--- src/rtl/main_control_pkg.sv ---
//==============================================================================
// main_control_pkg : opcodes, FSM state codes and ALUOp encodings shared by
//                    main_control and AluControl.  Rev 1.0
//==============================================================================
`default_nettype none

package main_control_pkg;

  localparam logic [6:0] c_op_load   = 7'b0000011;
  localparam logic [6:0] c_op_store  = 7'b0100011;
  localparam logic [6:0] c_op_rtype  = 7'b0110011;
  localparam logic [6:0] c_op_itype  = 7'b0010011;
  localparam logic [6:0] c_op_branch = 7'b1100011;
  localparam logic [6:0] c_op_jal    = 7'b1101111;

  typedef logic [3:0] state_t;

  localparam state_t c_st_fetch    = 4'd0;
  localparam state_t c_st_decode   = 4'd1;
  localparam state_t c_st_memadr   = 4'd2;
  localparam state_t c_st_memread  = 4'd3;
  localparam state_t c_st_memwb    = 4'd4;
  localparam state_t c_st_memwrite = 4'd5;
  localparam state_t c_st_execr    = 4'd6;
  localparam state_t c_st_execi    = 4'd7;
  localparam state_t c_st_aluwb    = 4'd8;
  localparam state_t c_st_beq      = 4'd9;
  localparam state_t c_st_jal      = 4'd10;
  localparam state_t c_st_illegal  = 4'd11;

  typedef enum logic [1:0] {
    c_aluop_add  = 2'b00,
    c_aluop_sub  = 2'b01,
    c_aluop_func = 2'b10
  } alu_op_e;

  typedef struct packed {
    logic       pc_update;
    logic       branch;
    logic       ir_write;
    logic       reg_write;
    logic       mem_write;
    logic       adr_src;
    logic       illegal;
    logic [1:0] result_src;
    logic [1:0] alu_src_a;
    logic [1:0] alu_src_b;
    logic [1:0] alu_op;
  } ctrl_t;

  function automatic logic is_mem_op(input logic [6:0] op);
    return (op == c_op_load) || (op == c_op_store);
  endfunction

endpackage : main_control_pkg

`default_nettype wire

--- src/rtl/main_control_decode.sv ---
//==============================================================================
// main_control_decode : Moore output decode of the FSM state; zero only feeds
//                       the branch term of PCWrite.  Rev 1.0
//==============================================================================
`default_nettype none

module main_control_decode
  import main_control_pkg::*;
(
  input  logic [3:0] state,
  input  logic       zero,
  output logic       pc_write,
  output logic       ir_write,
  output logic       reg_write,
  output logic       mem_write,
  output logic       adr_src,
  output logic       illegal,
  output logic [1:0] result_src,
  output logic [1:0] alu_src_a,
  output logic [1:0] alu_src_b,
  output logic [1:0] alu_op
);

  ctrl_t ctrl;

  always_comb begin
    ctrl = '0;
    case (state)
      c_st_fetch: begin
        ctrl.ir_write   = 1'b1;
        ctrl.alu_src_b  = 2'b10;
        ctrl.result_src = 2'b10;
        ctrl.pc_update  = 1'b1;
      end
      c_st_decode: begin
        ctrl.alu_src_a = 2'b01;
        ctrl.alu_src_b = 2'b01;
      end
      c_st_memadr: begin
        ctrl.alu_src_a = 2'b10;
        ctrl.alu_src_b = 2'b01;
      end
      c_st_memread: ctrl.adr_src = 1'b1;
      c_st_memwb: begin
        ctrl.result_src = 2'b01;
        ctrl.reg_write  = 1'b1;
      end
      c_st_memwrite: begin
        ctrl.adr_src   = 1'b1;
        ctrl.mem_write = 1'b1;
      end
      c_st_execr: begin
        ctrl.alu_src_a = 2'b10;
        ctrl.alu_op    = c_aluop_func;
      end
      c_st_execi: begin
        ctrl.alu_src_a = 2'b10;
        ctrl.alu_src_b = 2'b01;
        ctrl.alu_op    = c_aluop_func;
      end
      c_st_aluwb: ctrl.reg_write = 1'b1;
      c_st_beq: begin
        ctrl.alu_src_a = 2'b10;
        ctrl.alu_op    = c_aluop_sub;
        ctrl.branch    = 1'b1;
      end
      c_st_jal: begin
        ctrl.alu_src_a = 2'b01;
        ctrl.alu_src_b = 2'b10;
        ctrl.pc_update = 1'b1;
      end
      c_st_illegal: ctrl.illegal = 1'b1;
      default: ctrl = '0;
    endcase
  end

  // zero reaches PCWrite combinationally so a branch resolves in the BEQ cycle
  assign pc_write   = ctrl.pc_update | (ctrl.branch & zero);
  assign ir_write   = ctrl.ir_write;
  assign reg_write  = ctrl.reg_write;
  assign mem_write  = ctrl.mem_write;
  assign adr_src    = ctrl.adr_src;
  assign illegal    = ctrl.illegal;
  assign result_src = ctrl.result_src;
  assign alu_src_a  = ctrl.alu_src_a;
  assign alu_src_b  = ctrl.alu_src_b;
  assign alu_op     = ctrl.alu_op;

endmodule : main_control_decode

`default_nettype wire

--- src/rtl/main_control.sv ---
//==============================================================================
// main_control : multi-cycle RV32 main control FSM with configurable memory
//                wait states.  Rev 1.0
//==============================================================================
`default_nettype none

module main_control
  import main_control_pkg::*;
#(
  parameter int MEM_WAIT = 0
) (
  input  logic       clk,
  input  logic       rst_n,
  input  logic [6:0] opcode,
  input  logic       zero,
  output logic [1:0] ALUOp_out,
  output logic       PCWrite,
  output logic       IRWrite,
  output logic       RegWrite,
  output logic       MemWrite,
  output logic       AdrSrc,
  output logic       illegal,
  output logic [1:0] ResultSrc,
  output logic [1:0] ALUSrcA,
  output logic [1:0] ALUSrcB,
  output logic [3:0] state_out
);

  localparam logic [2:0] c_wait_last = (MEM_WAIT > 7) ? 3'd7 :
                                       (MEM_WAIT < 0) ? 3'd0 : 3'(MEM_WAIT);

  state_t     state_q, state_d;
  logic [2:0] wait_q, wait_d;

  logic dec_pc_write, dec_ir_write, dec_reg_write, dec_mem_write, dec_illegal;

  always_comb begin
    state_d = state_q;
    case (state_q)
      c_st_fetch:  state_d = c_st_decode;
      c_st_decode: begin
        if (is_mem_op(opcode))          state_d = c_st_memadr;
        else if (opcode == c_op_rtype)  state_d = c_st_execr;
        else if (opcode == c_op_itype)  state_d = c_st_execi;
        else if (opcode == c_op_branch) state_d = c_st_beq;
        else if (opcode == c_op_jal)    state_d = c_st_jal;
        else                            state_d = c_st_illegal;
      end
      c_st_memadr: begin
        if (opcode == c_op_load)       state_d = c_st_memread;
        else if (opcode == c_op_store) state_d = c_st_memwrite;
        else                           state_d = c_st_illegal;
      end
      c_st_memread:  if (wait_q == c_wait_last) state_d = c_st_memwb;
      c_st_memwrite: if (wait_q == c_wait_last) state_d = c_st_fetch;
      c_st_execr, c_st_execi, c_st_jal: state_d = c_st_aluwb;
      c_st_memwb, c_st_aluwb, c_st_beq, c_st_illegal: state_d = c_st_fetch;
      default: state_d = c_st_fetch;
    endcase
  end

  // Counter restarts on every state change, so each memory state starts at 0
  always_comb begin
    wait_d = 3'd0;
    if ((state_d == state_q) &&
        ((state_q == c_st_memread) || (state_q == c_st_memwrite))) begin
      wait_d = wait_q + 3'd1;
    end
  end

  always_ff @(posedge clk or negedge rst_n) begin
    if (!rst_n) begin
      state_q <= c_st_fetch;
      wait_q  <= 3'd0;
    end else begin
      state_q <= state_d;
      wait_q  <= wait_d;
    end
  end

  main_control_decode u_decode (
    .state      (state_q),
    .zero       (zero),
    .pc_write   (dec_pc_write),
    .ir_write   (dec_ir_write),
    .reg_write  (dec_reg_write),
    .mem_write  (dec_mem_write),
    .adr_src    (AdrSrc),
    .illegal    (dec_illegal),
    .result_src (ResultSrc),
    .alu_src_a  (ALUSrcA),
    .alu_src_b  (ALUSrcB),
    .alu_op     (ALUOp_out)
  );

  // Strobes are masked during reset because FETCH itself would raise IRWrite/PCWrite
  assign PCWrite   = dec_pc_write  & rst_n;
  assign IRWrite   = dec_ir_write  & rst_n;
  assign RegWrite  = dec_reg_write & rst_n;
  assign MemWrite  = dec_mem_write & rst_n;
  assign illegal   = dec_illegal   & rst_n;
  assign state_out = state_q;

endmodule : main_control

`default_nettype wire

--- config.mk ---
export PLATFORM = sky130hd
export DESIGN_NAME = main_control
export DESIGN_NICKNAME = d
export VERILOG_FILES = /design/src/rtl/main_control_pkg.sv /design/src/rtl/main_control_decode.sv /design/src/rtl/main_control.sv
export SDC_FILE = /design/constraint.sdc
export NUM_CORES = 1
export LEC_CHECK = 0
export ABC_AREA = 0
export CAP_MARGIN = 20
export CORE_MARGIN = 2
export CORE_UTILIZATION = 30
export DETAILED_ROUTE_END_ITERATION = 10
export HOLD_SLACK_MARGIN = 0.1
export PLACE_DENSITY = 0.62
export SLEW_MARGIN = 5
export SYNTH_ARGS = -nofsm -noshare
export SYNTH_HDL_FRONTEND = slang
export SYNTH_SLANG_ARGS = --single-unit
--- constraint.sdc ---
create_clock -name clk -period 1.15 [get_ports clk]
set_input_delay 0.1725 -clock clk [delete_from_list [all_inputs] [get_ports clk]]
set_output_delay 0.1725 -clock clk [all_outputs]
set_load 0.02 [all_outputs]
==> reports/qor.yml <==
status: "complete, but fails checks"
violations: "negative setup slack"
grt_max_degree: 10
rrSetupSlack_ns: -0.40
synth_cell_type_count: 30
powerDensity_nw_per_um2: 2680
pwr-share-comb: 0.843
path_max_fanout: 5
clk_path_buf_depth: 2
utilization: 0.851
htree_levels: 1
timing.critical_path.buf_inv: 1
p_sw_frac: 0.438
cp.required_ns: 0.98
grt_antenna_before_repair: 0
cts_made_buffers: 3
fmax_ghz: 0.606
core_area_um2: 1960
grt_first_pass_wirelength_um: 4240
hold_violations: 0
p_clk_frac: 0.052
die_area_um2: 2440
holdCritPathClass: "primary input to flop"
ir_drop_mv: 2.12
setup_viol: 25
syn_to_final_growth_pct: 169
grt.total_usage: 0.221
finalCriticalPeriod_ns: 1.65
ys_ff_latch: 7
min_period_over_period: 1.44
finalWorstSetupSlack_ns: -0.502
finalClockSkew_ns: 0.00633
drive_gt1_frac: 0.733
hpwl_um: 1690
path_cells: "nand3b_1 -> nor2_4 -> a21oi_2 -> nor2b_4 -> buf_6"
viasPerCell: 5.02
num_rows: 16
seq_power_share: 0.105
start_kind: "flop"
yosysWarnings: 0
dp_cells: 167
clkTransAtPathRegs_ns: 0.06
overflow: 0
io_buffers: 27
hold_buffers: 0
drv_cap: 0
cts_root_buf: "clkbuf_4"
total_power_mw: 4.48
slew_violations: 0
rsz0062_at_grt: "true"
cts_tree: "done"
cp.arrival_ns: 1.48
synth.top_cell.area_share: 0.283
worstMarginPinSlew_ns: 0.435
cp_slowest_cell: "dfrtp_2"
ioPinCount: 28
drtIter0Drc: 17
firstDrtPassIters: 4
grt_pass1_vias: 992
start_util: 0.316
endpoint_kind: "output pin"
place_ws_ns: -0.668
layout_commonest_cell: "buf_4"
crit_type: "flop to output pin"
hold_slack_ns: 0.347
crit_family: "simple AND/OR/NAND/NOR gates"
internal-power_mw: 2.52
relSlewSlack: 0.707
final_cell_mix: "buf_4 (34), buf_6 (30), nor2_4 (8), nand2_1 (6)"
stdcell_area_um2: 1670
ys_seq_area_frac: 0.283
totalWireLength_um: 2710
synth.top_cells.by_area: "dfrtp_1 (28%), nor2_1 (7.3%), nand2_1 (6.1%)"
routedWlPerCell_um: 14.4
tns_ns: -7.56
gp_congestion: 0.822
dieWidth_um: 49.4
postPlaceCellArea_um2: 1320
nets: 174
vias: 943
syn-num-nets: 96
die_y_um: 49.4
drtAntennaViolNets: 0
drc_errors: 0
p_leak_nw: 0.766
syn_area_um2: 619
yosysTopAreaCell: "dfrtp_1"
synth_cells: 84
p_switching_mw: 1.96
cts.sinks: 7
fin_cells: 188
cpPeakStageDelay_ns: 0.48
diodes: 0
syn_area_per_cell_um2: 7.37
clk_latency_ns: 0.26
timing repair:
item	4_1_cts	5_1_grt
cloned	0	0
hold endpoints to repair	0	0
buffers inserted	16	9
pin swaps	13	14
setup endpoints to repair	25	25
resized for setup	141	31
worst register-to-register path: cells and delay by family (launching register included):
family | cells | cell delay (ns)
flip-flops | 1 | 0.47
buffers and inverters | 5 | 0.61
AO/OA/AOI/OAI | 2 | 0.34
layer usage:
layer | part of all wire | wire length [um] | global-route usage | vias up
met5 | 0 | 0 | 0 | -
met1 | 0.39 | 1060 | 0.222 | 457
li1 | - | - | - | 451
met3 | 0.036 | 97 | 0.0429 | 4
met4 | 0.012 | 32 | 0.0926 | 0
met2 | 0.56 | 1530 | 0.435 | 31
cells by family (layout without fill, tap and decap cells):
group	Yosys count	after routing	synth area share
adder cells (fa/ha/maj)	2	2	0.0404
AO/OA/AOI/OAI	17	17	0.186
AND/OR/NAND/NOR	47	47	0.398
buffers and inverters	8	85	0.0505
XOR/XNOR	3	3	0.0424
flip-flops	7	7	0.283
registers in the layout, summed over array words and instances (netlist names):
name,flops
wait_q,3
state_out,4
synthesized netlist by cell type:
library cell	count
nor2_1	12
nand2_1	10
dfrtp_1	7
nor2b_1	6
inv_1	4
nand2b_1	4
o21ai_0	4
a21oi_1	3
and3_1	3
clkbuf_1	3
nor4_1	3
xnor2_1	3
a211oi_1	2
ha_1	2
nor3_1	2
o22ai_1	2
a22oi_1	1
and2_1	1
buf_2	1
nand3b_1	1
nand4_1	1
nor3b_1	1
nor4b_1	1
o221ai_1	1
o311ai_0	1
o31a_2	1
o32ai_1	1
o41ai_1	1
or3_1	1
or4_4	1
worst paths after layout:
check	from	end	cells after the start
min in group asynchronous	rst_n	state_out[0]	2
max	state_out[2]	PCWrite	5
max reg2reg	state_out[0]	state_out[1]	7
min reg2reg	wait_q[0]	wait_q[0]	2
min	opcode[3]	state_out[2]	4
max in group asynchronous	rst_n	state_out[3]	2
power groups by stage:
stage,logic [mW],clock network [mW],registers [mW]
after global placement,2.63,0,0.499
after detailed placement,2.66,0,0.505
final,3.78,0.233,0.471
after floorplan,1.41,0,0.523
after global routing,3.98,0.256,0.479
after CTS,3.31,0.233,0.474
final cells by class:
class                   count  area, um2
clock inverters             1       5.00
fillers                   102        293
flip-flops and latches      7        180
well taps                  27       33.8
inverters                   4       15.0
multi-input cells          69        694
repair buffers             77        718
clock buffers               3       22.5
Power figures use the tool's default switching activity.
